## src/rtl/pipe_skid_buffer_if.sv

```systemverilog
// Valid/ready handshake bundle between an upstream stage, the skid buffer and a downstream stage.
// The slave modport is the buffer's view; master is the view of the logic driving it.
interface pipe_skid_buffer_if #(
   parameter int Size = 64
);
   logic            flush;
   logic            valid_i;
   logic            ready_o;
   logic [Size-1:0] data_i;
   logic            valid_o;
   logic            ready_i;
   logic [Size-1:0] data_o;
   logic [1:0]      count_o;

   modport slave (
      input  flush,
      input  valid_i,
      input  data_i,
      input  ready_i,
      output ready_o,
      output valid_o,
      output data_o,
      output count_o
   );

   modport master (
      output flush,
      output valid_i,
      output data_i,
      output ready_i,
      input  ready_o,
      input  valid_o,
      input  data_o,
      input  count_o
   );
endinterface

```

## src/rtl/pipe_skid_buffer.sv

```systemverilog
// Two-entry elastic pipeline register: main register drives data_o, skid register absorbs one
// item when downstream stalls. All handshake outputs are flops, so ready_o has no input path.
module pipe_skid_buffer #(
   parameter int Size = 64
) (
   input  logic                  clk,
   input  logic                  reset,
   pipe_skid_buffer_if.slave     bus
);

   // Encoding equals the number of stored entries, so count_o is the state itself.
   typedef enum logic [1:0] {
      EMPTY = 2'd0,
      FULL  = 2'd1,
      SKID  = 2'd2
   } state_e;

   state_e          state_q, state_d;
   logic [Size-1:0] main_q,  main_d;
   logic [Size-1:0] skid_q,  skid_d;
   logic            valid_q, valid_d;
   logic            ready_q, ready_d;
   logic [1:0]      count_q, count_d;

   logic in_xfer;
   logic out_xfer;

   assign in_xfer  = bus.valid_i && ready_q;
   assign out_xfer = valid_q && bus.ready_i;

   always_comb begin
      // NOTE: every signal gets a default before the case so no path leaves one unassigned (no latches).
      state_d = state_q;
      main_d  = main_q;
      skid_d  = skid_q;

      if (bus.flush) begin
         state_d = EMPTY;
      end else begin
         case (state_q)
            EMPTY: begin
               if (in_xfer) begin
                  main_d  = bus.data_i;
                  state_d = FULL;
               end
            end
            FULL: begin
               if (in_xfer && out_xfer) begin
                  main_d = bus.data_i;
               end else if (in_xfer) begin
                  skid_d  = bus.data_i;
                  state_d = SKID;
               end else if (out_xfer) begin
                  state_d = EMPTY;
               end
            end
            SKID: begin
               if (out_xfer) begin
                  main_d  = skid_q;
                  state_d = FULL;
               end
            end
            default: state_d = EMPTY;
         endcase
      end

      valid_d = (state_d != EMPTY);
      ready_d = (state_d != SKID);
      count_d = state_d;
   end

   always_ff @(posedge clk) begin
      // NOTE: non-blocking assignments so every flop samples pre-edge values and updates together.
      if (reset) begin
         state_q <= EMPTY;
         main_q  <= '0;
         skid_q  <= '0;
         valid_q <= 1'b0;
         ready_q <= 1'b1;
         count_q <= 2'd0;
      end else begin
         state_q <= state_d;
         main_q  <= main_d;
         skid_q  <= skid_d;
         valid_q <= valid_d;
         ready_q <= ready_d;
         count_q <= count_d;
      end
   end

   assign bus.valid_o = valid_q;
   assign bus.ready_o = ready_q;
   assign bus.data_o  = main_q;
   assign bus.count_o = count_q;

endmodule

```

## src/flat_wrapper.sv

```systemverilog
// flat-port wrapper written by rule: the top's interface ports become plain ports
module pipe_skid_buffer_flat 
#(
   parameter int Size = 64
)
  (clk, reset, bus_flush, bus_valid_i, bus_data_i, bus_ready_i, bus_ready_o, bus_valid_o, bus_data_o, bus_count_o);
  pipe_skid_buffer_if #(.Size(Size)) bus_i ();
  input  logic clk;
  input  logic reset;
  input wire logic [$bits(bus_i.flush)-1:0] bus_flush;
  input wire logic [$bits(bus_i.valid_i)-1:0] bus_valid_i;
  input wire logic [$bits(bus_i.data_i)-1:0] bus_data_i;
  input wire logic [$bits(bus_i.ready_i)-1:0] bus_ready_i;
  output wire logic [$bits(bus_i.ready_o)-1:0] bus_ready_o;
  output wire logic [$bits(bus_i.valid_o)-1:0] bus_valid_o;
  output wire logic [$bits(bus_i.data_o)-1:0] bus_data_o;
  output wire logic [$bits(bus_i.count_o)-1:0] bus_count_o;
  assign bus_i.flush = bus_flush;
  assign bus_i.valid_i = bus_valid_i;
  assign bus_i.data_i = bus_data_i;
  assign bus_i.ready_i = bus_ready_i;
  assign bus_ready_o = bus_i.ready_o;
  assign bus_valid_o = bus_i.valid_o;
  assign bus_data_o = bus_i.data_o;
  assign bus_count_o = bus_i.count_o;
  pipe_skid_buffer #(.Size(Size)) u_core (.clk(clk), .reset(reset), .bus(bus_i));
endmodule
```

## config.mk

```make
export PLATFORM = sky130hd
export DESIGN_NAME = pipe_skid_buffer_flat
export DESIGN_NICKNAME = d
export VERILOG_FILES = /design/src/rtl/pipe_skid_buffer_if.sv /design/src/rtl/pipe_skid_buffer.sv /design/src/flat_wrapper.sv
export SDC_FILE = /design/constraint.sdc
export NUM_CORES = 1
export LEC_CHECK = 0
export ABC_AREA = 0
export CAP_MARGIN = 20
export CORE_ASPECT_RATIO = 0.6
export CORE_UTILIZATION = 35
export DETAILED_ROUTE_END_ITERATION = 16
export PLACE_DENSITY_LB_ADDON = 0.2
export SYNTH_ARGS = -nofsm -noshare
export SYNTH_HDL_FRONTEND = slang
export SYNTH_SLANG_ARGS = --single-unit
export TNS_END_PERCENT = 1
```

## constraint.sdc

```tcl
create_clock -name clk -period 2.6 [get_ports clk]
set_input_delay 0.52 -clock clk [delete_from_list [all_inputs] [get_ports clk]]
set_output_delay 0.52 -clock clk [all_outputs]
set_load 0.02 [all_outputs]
```

---- Word-level counts from Yosys, hierarchy flattened ----
Index checks and enable logic that the tools add are counted.
word-level totals
  register bits ........................... 132
  input port bits ......................... 69
  logic and storage cells ................. 32
cells by class
  equal/unequal tests ..................... 6
  mux-type cells .......................... 11
  bitwise logic cells ..................... 2
  reduce and logical (&&, ||, !) cells .... 8
operators with widths
  cell                                                             count
  64-bit two-way mux                                               3
  64-bit one-hot mux with 3 select lines                           1
  2-bit two-way mux                                                6
  2-bit by 1-bit != test with 1-bit output, second input constant  3
  2-bit one-hot mux with 3 select lines                            1
  5-bit AND reduction                                              1
  4-bit AND reduction                                              1
  1-bit logical AND                                                3
  3-bit nonzero test                                               1
  2-bit by 1-bit == test with 1-bit output, second input constant  1
  2-bit == test, second input constant                             1
  2-bit zero test                                                  1
  2-bit != test, second input constant                             1
  1-bit inverter                                                   2
  2-bit nonzero test                                               1

---- Depth between registers and ports, before layout ----
Gate-level depths: netlist (run 1).
  depth in word-level cells ............... 7
  gate-level depth with buffers ........... 6

---- Worst setup path before layout (run 1) ----
OpenSTA, ideal clock, no wires.
  path type ............................... register to register
  start point ............................. register u_core.state_q[0]
  end point ............................... register u_core.main_q[58], in the netlist u_core.bus.data_o[58]
  arrival ................................. 1.557 ns
  required time ........................... 2.467 ns
  slack ................................... 0.910 ns
  cell stages (with the launch flop) ...... 7
  path buffers ............................ 3
  period minus slack after synthesis ...... 1.690 ns
  cell sequence ........................... dfxtp_1 > a21bo_2 > buf_6 > buf_2 > buf_2 > a221oi_1 > a311oi_1
between the ends
  word-level cells in the longest chain between the ends .. 3
RTL lines
  item                                                                                      line                    text
  from (decl)                                                                               pipe_skid_buffer.sv:18  state_e state_q, state_d;
  from (signal assigned)                                                                    pipe_skid_buffer.sv:82  state_q <= state_d;
  2-bit == test, or another cell as far along                                               pipe_skid_buffer.sv:40  case (state_q)
  2-bit by 1-bit != test with 1-bit output (no line) or 3-bit nonzero test (tied branches)  n/a
  5-bit AND reduction (no line)                                                             n/a
  to (signal assigned)                                                                      pipe_skid_buffer.sv:83  main_q <= main_d;
  to (decl)                                                                                 pipe_skid_buffer.sv:19  logic [Size-1:0] main_q, main_d;
Several ways; a longest one is shown, not always the timed one.
A chain may end at the register's enable or synchronous reset.

==> results of run 1 <==
==> layout make-up <==
class | instances | area share
sequential | 132 | 0.3312
clock buffer | 19 | 0.05551
tap | 209 | 0.03277
multi-input combinational | 468 | 0.3448
clock inverter | 12 | 0.03136
timing repair buffer | 158 | 0.2035
antenna | 1 | 0.0003136
inverter | 1 | 0.0004704
==> routing by layer <==
metal  wire (µm)  vias up  share of wire  track usage
met3        1890       36          0.098      0.05862
met5           0        -              0            0
met4         272        0          0.014      0.09371
met2        8696      350           0.45       0.3558
li1            -     2792              -            -
met1        8515     2969           0.44       0.2916
==> placed cells by master (no fill, tap or decap) <==
cell type	n
sky130_fd_sc_hd__buf_4	15
sky130_fd_sc_hd__nor2_1	1
sky130_fd_sc_hd__clkinv_4	2
sky130_fd_sc_hd__a211oi_1	1
sky130_fd_sc_hd__dfxtp_1	132
sky130_fd_sc_hd__clkbuf_1	1
sky130_fd_sc_hd__a21oi_1	67
sky130_fd_sc_hd__and4bb_4	1
sky130_fd_sc_hd__inv_6	2
sky130_fd_sc_hd__and4b_2	1
sky130_fd_sc_hd__and3b_1	1
sky130_fd_sc_hd__or4_1	1
sky130_fd_sc_hd__clkbuf_16	17
sky130_fd_sc_hd__nand3_1	64
sky130_fd_sc_hd__nor4_1	1
sky130_fd_sc_hd__bufinv_16	7
sky130_fd_sc_hd__nand4bb_2	1
sky130_fd_sc_hd__a21bo_4	1
sky130_fd_sc_hd__nand2_1	128
sky130_fd_sc_hd__a211o_1	1
sky130_fd_sc_hd__a22o_2	1
sky130_fd_sc_hd__a21boi_4	1
sky130_fd_sc_hd__clkbuf_8	1
sky130_fd_sc_hd__and2_1	1
sky130_fd_sc_hd__nand2b_2	1
sky130_fd_sc_hd__nor2b_4	1
sky130_fd_sc_hd__a311oi_1	64
sky130_fd_sc_hd__o21ai_0	65
sky130_fd_sc_hd__inv_2	1
sky130_fd_sc_hd__a32oi_1	1
sky130_fd_sc_hd__clkdlybuf4s50_1	135
sky130_fd_sc_hd__buf_12	8
sky130_fd_sc_hd__diode_2	1
sky130_fd_sc_hd__a221oi_1	64
sky130_fd_sc_hd__clkinv_2	1
==> metrics by stage <==
| step | hold WS [ns] | cell area, µm² | utilization |
|---|---|---|---|
| 3_5_place_dp | 0.4666 | 7283 | 0.4492 |
| 4_1_cts | 0.4749 | 7976 | 0.4919 |
| 5_1_grt | 0.4924 | 7976 | 0.4919 |
| 2_1_floorplan | 0.4541 | 5794 | - |
| 6_report | 0.4760 | 7979 | 0.4921 |
| 3_3_place_gp | 0.4598 | 7283 | 0.4492 |
==> logic make-up after synthesis <==
kind of cell / count (synthesis) / share of synthesized area
buf+inv: 93 / 0.07579
compound gates: 266 / 0.3163
flops: 132 / 0.4561
simple gates: 202 / 0.1518
==> worst min-delay path by stage <==
stage / cells after the start / to / from / slack [ns]
final: 2 / u_core.skid_q[21]$_SDFFE_PP0P_ / u_core.skid_q[21]$_SDFFE_PP0P_ / 0.48
after global routing: 2 / u_core.skid_q[22]$_SDFFE_PP0P_ / u_core.skid_q[22]$_SDFFE_PP0P_ / 0.49
after CTS: 2 / u_core.skid_q[56]$_SDFFE_PP0P_ / u_core.skid_q[56]$_SDFFE_PP0P_ / 0.47
after detailed placement: 2 / u_core.skid_q[56]$_SDFFE_PP0P_ / u_core.skid_q[56]$_SDFFE_PP0P_ / 0.47
after global placement: 2 / u_core.skid_q[26]$_SDFFE_PP0P_ / u_core.skid_q[26]$_SDFFE_PP0P_ / 0.46
after floorplan: 2 / u_core.skid_q[0]$_SDFFE_PP0P_ / u_core.skid_q[0]$_SDFFE_PP0P_ / 0.45
==> state kept, by name, summed over array words and instances, names as in the netlist <==
signal              cells
u_core.skid_q          64
u_core.bus.data_o      64
u_core.bus.ready_o      1
u_core.state_q          2
u_core.bus.valid_o      1
==> where the power goes <==
part	internal (W)	switching (W)	leakage [nW]
clock network	0.00192	0.000907	0.338
registers	0.00211	0.0000616	1.08
logic	0.000360	0.000418	1.25
==> metrics.md, run 1 <==
| Metric | Value |
|---|---|
| Leakage Power | `2.661 nW` |
| Worst Path Max Fanout | `9` |
| Number of distinct library cells after synthesis | `28` |
| Largest net degree at the start of global routing | `90` |
| Clock-pin transition on the worst setup and hold timing paths | `0.06 ns` |
| Arrival time reported for the critical path endpoint | `1.61 ns` |
| Fraction of registers with async set/reset | `0` |
| Post-CTS setup repair buffer count | `0` |
| Final setup violation count | `0` |
| Gate family responsible for the most delay along the worst path | `buffers and inverters` |
| CTS Root Buffer Type | `sky130_fd_sc_hd__clkbuf_16` |
| Setup slack of the most critical reg-to-reg path | `0.70 ns` |
| Final global-route overflow total | `0` |
| Dominant register cell in the synthesized netlist | `sky130_fd_sc_hd__dfxtp_1` |
| Final count of hold timing violations | `0` |
| Slew @ Worst Pin | `roughly 0.96 ns` |
| Post-synth EDFFs | `0` |
| Register Area | `about 2600 µm²` |
| Cell taking the most area after synthesis | `sky130_fd_sc_hd__dfxtp_1` |
| Area contributors post-synth | `sky130_fd_sc_hd__dfxtp_1 46%, sky130_fd_sc_hd__a221oi_1 9.7%, sky130_fd_sc_hd__a311oi_1 9.7%` |
| Global-route wire length before repair | `30,180 µm` |
| Worst path max stage delay | `0.68 ns` |
| Post-route clock period utilization | `0.8194` |
| Number of iterations in the first detailed-routing pass | `5` |
| Sink count of the clock tree | `132` |
| Floorplan die height | `about 100 µm` |
| Worst Slack Setup Final | `0.4694 ns` |
| CTS tree | `yes` |
| Post-Route Skew | `0.008649 ns` |
| Area of the die | `17,090 µm²` |
| GPL Wtd Cong | `approximately 0.8` |
| GRT Resource Usage Total | `0.2241` |
| Core area | `16,220 µm²` |
| Total power draw | `0.005783 W` |
| Antenna Nets Post-Route | `0` |
| Via count of the first global-routing pass | `around 5,800` |
| Max cap viols | `0` |
| Power density over cell area | `724.8 nW/µm²` |
| Number of cells after detailed placement | `968` |
| Shortest period the worst path allows | `about 2.1 ns` |
| Source-to-sink clock delay at the later pin of the worst-skew pair | `0.41 ns` |
| Critical path data required time | `2.08 ns` |
| Destination of the critical timing path | `bus_count_o[0]` |
| CTS-repair resized insts | `0` |
| Flip-flop and latch count after synthesis | `between 100 and 150` |
| Largest buffer count on any clock path | `2` |
| Run status | `finished clean` |
| Number of buffer cells added on primary ports | `136` |
| Total CTS buffers | `17` |
| Total nets after synthesis | `762` |
| Starting Density | `0.3573` |
| Dpl ws | `0.2040 ns` |
| Area of the multi-input gates | `2751 µm²` |
| Vias per cell | `between 6 and 7` |
| Count of nets after finishing | `between 800 and 900` |
| Worst Path Buf+Inv | `1` |
| Start point of the critical path | `u_core.state_q[0]$_SDFF_PP0_` |
| Row count | `36` |
| Post-Syn Area | `5794 µm²` |
| CTS Hold Buffers Added | `0` |
| Max-slew violation count | `0` |
| Leading cell types by count after synthesis | `132 x sky130_fd_sc_hd__dfxtp_1, 128 x sky130_fd_sc_hd__nand2_1, 67 x sky130_fd_sc_hd__a21oi_1, 65 x sky130_fd_sc_hd__o21ai_0` |
| Layout cell share with drive strength beyond 1 | `0.07848` |
| Antenna violations before repair | `1` |
| Layout filler cell count | `between 1,500 and 2,000` |
| Number of H-tree levels | `4` |
| Proportion of synthesized chip area in sequential cells | `0.4561` |
| Number of vias after detailed routing | `6,147` |
| Wirelength, routed | `just under 20,000 µm` |
| Reg2reg path depth | `4` |
| Average cell area after synthesis | `8.361 µm²` |
| Unrepaired setup endpoints after global routing | `false` |
| WS Path Type | `register to output port` |
| Dominant cell by count in the synthesized netlist | `sky130_fd_sc_hd__dfxtp_1` |
| Number of DRC violations after detailed routing | `0` |
| Cells traversed along the worst timing path | `clkdlybuf4s50_1` |
| FF-to-FF End | `u_core.bus.data_o[16]$_SDFFE_PP0P_` |
| Worst reg2reg path startpoint | `u_core.state_q[1]$_SDFF_PP0_` |
| Iteration-0 DRC count of the detailed router | `781` |
| Type of element capturing the critical path | `output port` |
| Nature of the critical path startpoint | `register` |
| Synthesis warning total | `0` |
| Cell depth of the worst setup path | `1` |
| Post-synthesis cell count | `slightly below 700` |
| Number of ports placed on the die boundary | `about 140` |
| Worst ir drop on vdd | `0.4137 mV` |
| Routed len/inst | `19.38 µm` |
| Standard cell with the maximum stage delay on the critical path | `sky130_fd_sc_hd__clkdlybuf4s50_1` |
| Highest clock frequency the design can meet | `469.4 MHz` |
| Proportion of netlist area held by the largest area contributor | `0.4561` |
| Worst slew margin relative to its limit | `0.3617` |
| Path type of the worst min-delay path | `register to register` |
| HPWL after DPL | `10,860 µm` |
| Sum Neg Setup Slack | `0 ns` |
| Die Wd | `168.1 µm` |
| Final non-filler cell total | `roughly 1,000` |
| Area growth from synthesis to layout | `37.70%` |
No activity file was read; power rests on OpenSTA's default activity.
==> run 2: changes to the inputs <==
- clock period: 2.6 -> 1.9 ns (I/O delays scaled with it)
==> metrics.md, run 2 (same netlist as run 1, synthesis figures left out) <==
| Metric | Value |
|---|---|
| Run status | `finished clean` |
| Leakage Power | `~2.7 nW` |
| Final count of hold timing violations | `0` |
| Gate family responsible for the most delay along the worst path | `buffers and inverters` |
| Count of nets after finishing | `853` |
| Area growth from synthesis to layout | `39.30%` |
| Source-to-sink clock delay at the later pin of the worst-skew pair | `about 0.4 ns` |
| Path type of the worst min-delay path | `input port to register` |
| Cells traversed along the worst timing path | `clkdlybuf4s50_1` |
| Antenna Nets Post-Route | `0` |
| Standard cell with the maximum stage delay on the critical path | `sky130_fd_sc_hd__clkdlybuf4s50_1` |
| Reg2reg path depth | `4` |
| Number of H-tree levels | `4` |
| Highest clock frequency the design can meet | `548.0 MHz` |
| Wirelength, routed | `18,540 µm` |
| Number of iterations in the first detailed-routing pass | `7` |
| Layout cell share with drive strength beyond 1 | `0.08908` |
| Shortest period the worst path allows | `1.825 ns` |
| Die Wd | `168.1 µm` |
| Start point of the critical path | `u_core.bus.data_o[53]$_SDFFE_PP0P_` |
| Total CTS buffers | `17` |
| Worst reg2reg path startpoint | `u_core.state_q[0]$_SDFF_PP0_` |
| Leading cell types in the layout, fill and taps excluded | `131 x sky130_fd_sc_hd__clkdlybuf4s50_1, 131 x sky130_fd_sc_hd__dfxtp_1, 128 x sky130_fd_sc_hd__nand2_1, 67 x sky130_fd_sc_hd__a21oi_1, 65 x sky130_fd_sc_hd__o21ai_0` |
| Critical path data required time | `1.52 ns` |
| Final setup violation count | `0` |
| Floorplan die height | `101.7 µm` |
| Largest buffer count on any clock path | `2` |
| HPWL after DPL | `10,870 µm` |
| Final global-route overflow total | `0` |
| Max-slew violation count | `0` |
| Number of buffer cells added on primary ports | `between 100 and 150` |
| Iteration-0 DRC count of the detailed router | `581` |
| Largest net degree at the start of global routing | `60` |
| Area of the die | `17,090 µm²` |
| Global-route wire length before repair | `29,900 µm` |
| Slew @ Worst Pin | `roughly 0.55 ns` |
| Worst ir drop on vdd | `0.4979 mV` |
| Max cap viols | `0` |
| Vias per cell | `5.918` |
| Power density over cell area | `about 940 nW/µm²` |
| Number of vias after detailed routing | `5,959` |
| Starting Density | `0.3573` |
| Sum Neg Setup Slack | `0 ns` |
| WS Path Type | `register to output port` |
| Worst path max stage delay | `0.63 ns` |
| GRT Resource Usage Total | `0.2199` |
| Cell depth of the worst setup path | `1` |
| Arrival time reported for the critical path endpoint | `1.44 ns` |
| Routed len/inst | `18.41 µm` |
| Worst slew margin relative to its limit | `0.6349` |
| Sink count of the clock tree | `between 100 and 150` |
| Clock-pin transition on the worst setup and hold timing paths | `0.06 ns` |
| Core area | `16,220 µm²` |
| Post-route clock period utilization | `0.9605` |
| CTS-repair resized insts | `3` |
| Unrepaired setup endpoints after global routing | `false` |
| Worst Path Max Fanout | `2` |
| Via count of the first global-routing pass | `around 5,700` |
| Number of DRC violations after detailed routing | `0` |
| Post-Route Skew | `0.01104 ns` |
| Row count | `36` |
| FF-to-FF End | `u_core.bus.data_o[22]$_SDFFE_PP0P_` |
| GPL Wtd Cong | `0.7743` |
| Setup slack of the most critical reg-to-reg path | `approximately 0.21 ns` |
| Layout filler cell count | `1,492` |
| CTS Root Buffer Type | `sky130_fd_sc_hd__clkbuf_16` |
| Destination of the critical timing path | `bus_data_o[53]` |
| Number of ports placed on the die boundary | `137` |
| CTS tree | `yes` |
| Nature of the critical path startpoint | `register` |
| Post-CTS setup repair buffer count | `0` |
| Type of element capturing the critical path | `output port` |
| Antenna violations before repair | `1` |
| Total power draw | `approximately 0.0076 W` |
| Worst Path Buf+Inv | `1` |
| CTS Hold Buffers Added | `0` |
## run 2: metal layers
metal | track usage | part of all wire | vias up
met4 | 0.06224 | 0.0090 | 0
met5 | 0 | 0 | -
met2 | 0.3365 | 0.44 | 238
met1 | 0.3056 | 0.47 | 2905
li1 | - | - | 2800
met3 | 0.05784 | 0.086 | 16
## run 2: stage by stage
step | std cells | utilization | setup slack (ns) | area (µm²) | hold WS, ns
2_1_floorplan | 693 | - | 0.2101 | 5794 | 0.4541
3_3_place_gp | 974 | 0.4581 | -0.09450 | 7428 | 0.4603
3_5_place_dp | 974 | 0.4581 | -0.1526 | 7428 | 0.4663
4_1_cts | 1006 | 0.4973 | 0.01271 | 8064 | 0.4436
5_1_grt | 1006 | 0.4976 | 0.04737 | 8069 | 0.4782
6_report | 1007 | 0.4978 | 0.07512 | 8071 | 0.4571
## run 2: layout make-up
| cell class | instances | area, µm² | area share |
|---|---|---|---|
| clock buffer | 18 | 439.2 | 0.05441 |
| inverter | 1 | 3.754 | 0.0004650 |
| antenna | 1 | 2.502 | 0.0003100 |
| clock inverter | 14 | 197.7 | 0.02449 |
| multi-input combinational | 468 | 2751 | 0.3409 |
| sequential | 132 | 2644 | 0.3275 |
| tap | 209 | 261.5 | 0.03240 |
| timing repair buffer | 164 | 1772 | 0.2195 |
## run 2: worst min-delay path by stage
| stage | from | endpoint | slack (ns) | depth (start not counted) |
|---|---|---|---|---|
| floorplan | u_core.skid_q[0]$_SDFFE_PP0P_ | u_core.skid_q[0]$_SDFFE_PP0P_ | 0.45 | 2 |
| global placement | u_core.skid_q[35]$_SDFFE_PP0P_ | u_core.skid_q[35]$_SDFFE_PP0P_ | 0.46 | 2 |
| detailed placement | u_core.skid_q[59]$_SDFFE_PP0P_ | u_core.skid_q[59]$_SDFFE_PP0P_ | 0.47 | 2 |
| CTS | reset | u_core.skid_q[21]$_SDFFE_PP0P_ | 0.44 | 2 |
| global route | reset | u_core.skid_q[17]$_SDFFE_PP0P_ | 0.48 | 2 |
| finish | reset | u_core.skid_q[17]$_SDFFE_PP0P_ | 0.46 | 2 |
## run 2: power breakdown
group	internal, W	total (W)	switching [W]	leakage (nW)
combinational	0.000517	0.00109	0.000569	1.34
sequential	0.00289	0.00297	0.0000789	1.08
clock	0.00224	0.00353	0.00129	0.296
total	0.00565	0.00759	0.00193	2.71
